==> src/rtl/lfsr_seq_ctrl_pkg.sv <==
// Shared types and constants for the PRBS sequencing controller.
package lfsr_ctrl_pkg;

  typedef enum logic [2:0] {IDLE, LOAD, WARM, GEN, HOLD} state_e;

  localparam int LFSR_LEN = 31;
  localparam logic [LFSR_LEN-1:0] ZERO_SEED_SUB = 31'h0000_0001;

  function automatic int max3(input int a, input int b, input int c);
    int m;
    m = (a > b) ? a : b;
    return (m > c) ? m : c;
  endfunction

endpackage

==> src/rtl/lfsr_seq_ctrl_if.sv <==
// Seed and keystream-word handshakes between the control logic and the sequencer.
interface lfsr_seq_ctrl_if
  import lfsr_ctrl_pkg::*;
#(
  parameter int WORD_W = 8
);
  logic                seed_valid;
  logic                seed_ready;
  logic [LFSR_LEN-1:0] seed_data;
  logic                word_valid;
  logic                word_ready;
  logic [WORD_W-1:0]   word_data;

  // master = seed producer / word consumer, slave = the sequencer
  modport master (output seed_valid, seed_data, word_ready,
                  input  seed_ready, word_valid, word_data);
  modport slave  (input  seed_valid, seed_data, word_ready,
                  output seed_ready, word_valid, word_data);
endinterface

==> src/rtl/lfsr_seq_ctrl.sv <==
// Seeds the external PRBS register serially, discards WARMUP bits, then
// streams WORD_W-bit keystream words with one HOLD cycle per word.
module lfsr_seq_ctrl
  import lfsr_ctrl_pkg::*;
#(
  parameter int WORD_W = 8,
  parameter int WARMUP = 0
) (
  input  logic             clk,
  input  logic             reset,
  lfsr_seq_ctrl_if.slave   bus,
  output logic             busy,
  output logic             lfsr_load,
  output logic             lfsr_load_it,
  output logic             lfsr_enable,
  input  logic             lfsr_bit
);

  localparam int CNT_W = $clog2(max3(LFSR_LEN, WORD_W, WARMUP) + 1);
  localparam int IDX_W = (WORD_W > 1) ? $clog2(WORD_W) : 1;

  state_e              state_q, state_d;
  logic [CNT_W-1:0]    cnt_q, cnt_d;
  logic [LFSR_LEN-1:0] shadow_q;
  logic [WORD_W-1:0]   word_q;
  logic [IDX_W-1:0]    bit_idx;
  logic                seed_rdy;
  logic                seed_hs;

  assign seed_rdy = (state_q == IDLE) || (state_q == HOLD);
  assign seed_hs  = bus.seed_valid & seed_rdy;
  // counter runs WORD_W-1..0 in GEN, so the first sample lands in bit 0
  assign bit_idx  = IDX_W'(WORD_W - 1) - IDX_W'(cnt_q);

  always_comb begin
    state_d = state_q;
    cnt_d   = cnt_q;
    case (state_q)
      IDLE: if (seed_hs) begin
        state_d = LOAD;
        cnt_d   = CNT_W'(LFSR_LEN - 1);
      end
      LOAD: begin
        if (cnt_q == '0) begin
          if (WARMUP > 0) begin
            state_d = WARM;
            cnt_d   = CNT_W'(WARMUP - 1);
          end else begin
            state_d = GEN;
            cnt_d   = CNT_W'(WORD_W - 1);
          end
        end else begin
          cnt_d = cnt_q - 1'b1;
        end
      end
      WARM: begin
        if (cnt_q == '0) begin
          state_d = GEN;
          cnt_d   = CNT_W'(WORD_W - 1);
        end else begin
          cnt_d = cnt_q - 1'b1;
        end
      end
      GEN: begin
        if (cnt_q == '0) state_d = HOLD;
        else             cnt_d   = cnt_q - 1'b1;
      end
      HOLD: begin
        // a reseed wins over a word handshake; the pending word is dropped
        if (seed_hs) begin
          state_d = LOAD;
          cnt_d   = CNT_W'(LFSR_LEN - 1);
        end else if (bus.word_ready) begin
          state_d = GEN;
          cnt_d   = CNT_W'(WORD_W - 1);
        end
      end
      default: state_d = IDLE;
    endcase
  end

  always_comb begin
    bus.seed_ready = seed_rdy;
    bus.word_valid = (state_q == HOLD);
    busy           = (state_q == LOAD) || (state_q == WARM) || (state_q == GEN);
    lfsr_enable    = busy;
    lfsr_load_it   = (state_q == LOAD);
    lfsr_load      = (state_q == LOAD) & shadow_q[0];
  end

  assign bus.word_data = word_q;

  always_ff @(posedge clk) begin
    if (reset) begin
      state_q  <= IDLE;
      cnt_q    <= '0;
      shadow_q <= '0;
      word_q   <= '0;
    end else begin
      state_q <= state_d;
      cnt_q   <= cnt_d;
      if (seed_hs)
        shadow_q <= (bus.seed_data == '0) ? ZERO_SEED_SUB : bus.seed_data;
      else if (state_q == LOAD)
        shadow_q <= shadow_q >> 1;
      if (state_q == GEN)
        word_q[bit_idx] <= lfsr_bit;
    end
  end

endmodule
==> src/flat_wrapper.sv <==
// flat-port wrapper written by rule: the top's interface ports become plain ports
module lfsr_seq_ctrl_flat import lfsr_ctrl_pkg::*;
#(
  parameter int WORD_W = 8,
  parameter int WARMUP = 0
)
  (clk, reset, busy, lfsr_load, lfsr_load_it, lfsr_enable, lfsr_bit, bus_seed_valid, bus_seed_data, bus_word_ready, bus_seed_ready, bus_word_valid, bus_word_data);
  lfsr_seq_ctrl_if #(.WORD_W(WORD_W)) bus_i ();
  input  logic clk;
  input  logic reset;
  output logic busy;
  output logic lfsr_load;
  output logic lfsr_load_it;
  output logic lfsr_enable;
  input  logic lfsr_bit;
  input wire logic [$bits(bus_i.seed_valid)-1:0] bus_seed_valid;
  input wire logic [$bits(bus_i.seed_data)-1:0] bus_seed_data;
  input wire logic [$bits(bus_i.word_ready)-1:0] bus_word_ready;
  output wire logic [$bits(bus_i.seed_ready)-1:0] bus_seed_ready;
  output wire logic [$bits(bus_i.word_valid)-1:0] bus_word_valid;
  output wire logic [$bits(bus_i.word_data)-1:0] bus_word_data;
  assign bus_i.seed_valid = bus_seed_valid;
  assign bus_i.seed_data = bus_seed_data;
  assign bus_i.word_ready = bus_word_ready;
  assign bus_seed_ready = bus_i.seed_ready;
  assign bus_word_valid = bus_i.word_valid;
  assign bus_word_data = bus_i.word_data;
  lfsr_seq_ctrl #(.WORD_W(WORD_W), .WARMUP(WARMUP)) u_core (.clk(clk), .reset(reset), .bus(bus_i), .busy(busy), .lfsr_load(lfsr_load), .lfsr_load_it(lfsr_load_it), .lfsr_enable(lfsr_enable), .lfsr_bit(lfsr_bit));
endmodule
==> config.mk <==
export PLATFORM = sky130hd
export DESIGN_NAME = lfsr_seq_ctrl_flat
export DESIGN_NICKNAME = d
export VERILOG_FILES = /design/src/rtl/lfsr_seq_ctrl_pkg.sv /design/src/rtl/lfsr_seq_ctrl_if.sv /design/src/rtl/lfsr_seq_ctrl.sv /design/src/flat_wrapper.sv
export SDC_FILE = /design/constraint.sdc
export NUM_CORES = 1
export LEC_CHECK = 0
export ABC_AREA = 1
export CORE_ASPECT_RATIO = 1.75
export CORE_MARGIN = 1
export CORE_UTILIZATION = 62
export DETAILED_ROUTE_END_ITERATION = 10
export DONT_BUFFER_PORTS = 1
export GPL_ROUTABILITY_DRIVEN = 0
export PLACE_DENSITY = 0.78
export SETUP_SLACK_MARGIN = 0.2
export SLEW_MARGIN = 20
export SYNTH_ARGS = -nofsm -noshare
export SYNTH_HDL_FRONTEND = slang
export SYNTH_SLANG_ARGS = --single-unit
==> constraint.sdc <==
create_clock -name clk -period 1.79 [get_ports clk]
set_input_delay 0.0895 -clock clk [delete_from_list [all_inputs] [get_ports clk]]
set_output_delay 0.0895 -clock clk [all_outputs]
set_load 0.01 [all_outputs]
==> impl_results.md <==
* Vias in the first global route at 2172
* Hold Vio Cnt, Final at 0
* Max cap viols at 0
* Drt total wl at 5780 um
* Slew Limit Fails at 0
* Max_slew headroom at 0.666
* Clock network fraction of total power at 0.149
* Largest net degree at the start of global routing at 33
* R2R cell count at 6
* Die footprint at 0.00378 sq mm
* Aggregate global-route resource usage at 0.335
* HPWL after detailed placement at 3460 um
* Starting Density at 0.651
* CTS Buf Count at 5
* Rows at 28
* Hold WC Path Type: input pin to register
* N_diodes at 0
* Least-Margin Pin Slew at 0.500 ns
* Final period util at 0.827
* Outcome: finished, final reports clean
* DRT antenna net count at 0
* Clock root cell: clkbuf_8
* Crit path launch type: register
* Cell count after synthesis at 305
* Distinct cells, synth at 20
* Layout cell share with drive strength beyond 1 at 0.0740
* Die width at 46.9 um
* Switch share at 0.423
* Clock-pin slew on the worst setup and hold paths at 0.08 ns
* Worst skew pair latency at 0.30 ns
* Hold endpoint: u_core.shadow_q[0]$_SDFFE_PP0P_
* Synth-to-Final Area Change at 23.0%
* Sequential share of power at 0.424
* Vert. Die Dim at 80.6 um
* Comb power frac at 0.427
* Max FO, Critical Path at 31
* WP data required at 2.03 ns
* Avg Cell Area, Syn at 7.17 sq um
* Synthesis-stage register bit count at 47
* Arr. time, crit path at 1.72 ns
* H-tree depth at 2
* First-pass GRT wire length at 9180 um
* Final setup violation count at 0
* Global route overflow at 0
* Pwr Total at 4120 uW
* Worst Skew at 0.00578 ns
* Tmin final at 1.48 ns
* Yosys warnings at 0
* Syn Std Cell Area at 0.00219 sq mm
* RSZ-0062 raised after global routing: yes
* Register area share after synthesis at 0.430
* CTS tree: yes
* Power per cell area at 1530 mW/mm^2
* Net Switching at 1740 uW
* Routed length per instance at 15.1 um
* Fmax at 676 MHz
* Worst hold path cell count at 4
* Vias per cell at 5.83
* Initial antenna violation count at 0
* Most common cell after layout, fill and taps aside: nor2_1
* Syn Nets at 342
* Reg2reg start: u_core.state_q[0]$_SDFFE_PP0P_
* Internal power at 2370 uW
* Clock Sinks at 47
* Max IR drop VDD at 1320 uV
* Most frequent cells in the layout: nor2_1, dfxtp_1, nand2_1, dlygate4sd3_1, o221ai_1
* Via Count at 2231
* DRC viols at 0
* Core area at 0.00336 sq mm
* Endpoint class of the critical path: register
* Number of fill cells in the layout at 243
* Pre-CTS setup slack at 0.242 ns
* Longest Clk Path Bufs at 2
* Final setup margin at 0.310 ns
* Pleak at 0.00112 uW
* DRT Pass-1 Iters at 4
* Crit Reg-Reg Endpoint: u_core.shadow_q[15]$_SDFFE_PP0P_
* Final nets at 374
* Worst R2R Setup Slack at 0.31 ns
* Setup TNS at 0 ns
* Setup CP Type: register to register
* IO Pins at 50
* Start point of the worst min-delay path: bus_seed_data[0]
* Drt initial violations at 64
* # port buffers at 0
[cells by family after synthesis]
kind of cell | after synthesis | synth area share
buffers and inverters | 40 | 0.0743
AND/OR/NAND/NOR | 150 | 0.282
flip-flops | 47 | 0.430
AO/OA/AOI/OAI | 67 | 0.208
adder cells (fa/ha/maj) | 1 | 0.00572
[sequential cells by signal, summed over array words and instances, names as in the netlist]
name                  cells
u_core.bus.word_data      8
u_core.cnt_q              5
u_core.shadow_q          31
u_core.state_q            3
[critical path, cell delays in order (launching register included)]
cell and delay (ns):
dfxtp_1 0.36, nor2_4 0.24, nand2_2 0.17, nand2_1 0.12, buf_6 0.23, o221ai_1 0.17, nor2_1 0.12
[metrics by stage]
stage	instances	utilization	hold slack (ns)	cell area [sq um]
2_1_floorplan	305	-	0.159	2190
3_3_place_gp	341	0.668	0.160	2250
3_5_place_dp	341	0.668	0.162	2250
4_1_cts	383	0.793	0.0630	2670
5_1_grt	383	0.800	0.111	2690
6_report	383	0.800	0.0530	2690
[synth_stat cells]
cell type,instances,area [sq um]
nand2_1,36,135
nor3_1,2,10.0
o21ai_0,20,100
buf_2,7,35.0
nor4_1,1,6.26
ha_1,1,12.5
o221ai_1,29,254
buf_4,1,7.51
nand2_2,1,6.26
a21oi_1,17,85.1
dfxtp_1,47,941
nor3_4,1,16.3
nor2_4,2,22.5
inv_1,22,82.6
clkinv_1,1,3.75
nor2_1,92,345
nand3_1,15,75.1
inv_2,2,7.51
a21oi_4,1,16.3
clkbuf_1,7,26.3
[power by group through the flow]
stage	combinational [uW]	clock, uW	sequential, uW
after floorplan	1300	0	1670
after global placement	1540	0	1730
after detailed placement	1580	0	1740
after CTS	1650	621	1720
after global routing	1990	670	1790
final	1760	613	1750
[timing repair]
action	CTS	global route
hold endpoints to repair	42	0
endpoints found under the setup margin	0	38
buffers inserted	0	0
gates resized for setup	0	9
hold buffers	34	0
[metal layers]
| metal | global-route usage | wire length, um | up-vias |
|---|---|---|---|
| met3 | 0.0719 | 271 | 17 |
| met2 | 0.582 | 3200 | 68 |
| met4 | 0.180 | 214 | 0 |
| li1 | - | - | 1093 |
| met1 | 0.351 | 2090 | 1053 |
| met5 | 0 | 0 | - |
[area by class of cell]
cell class / count / area, sq um / area share
Clock buffer: 7 / 76.3 / 0.0284
Clock inverter: 1 / 5.00 / 0.00186
Inverter: 25 / 93.8 / 0.0349
Multi-Input combinational cell: 218 / 1090 / 0.407
Sequential cell: 47 / 943 / 0.351
Tap cell: 45 / 56.3 / 0.0209
Timing Repair Buffer: 40 / 422 / 0.157
[how the worst max path moves through the flow]
stage	end	depth (start not counted)	start
2_1_floorplan	u_core.cnt_q[4]$_SDFFE_PP0P_	11	u_core.cnt_q[1]$_SDFFE_PP0P_
3_3_place_gp	u_core.cnt_q[4]$_SDFFE_PP0P_	11	u_core.cnt_q[1]$_SDFFE_PP0P_
3_5_place_dp	u_core.cnt_q[4]$_SDFFE_PP0P_	11	u_core.cnt_q[1]$_SDFFE_PP0P_
4_1_cts	lfsr_load	5	u_core.state_q[2]$_SDFFE_PP0P_
5_1_grt	u_core.cnt_q[4]$_SDFFE_PP0P_	11	u_core.cnt_q[0]$_SDFFE_PP0P_
6_report	u_core.shadow_q[15]$_SDFFE_PP0P_	6	u_core.state_q[0]$_SDFFE_PP0P_
Note: power is estimated with default switching activity, not from simulation.
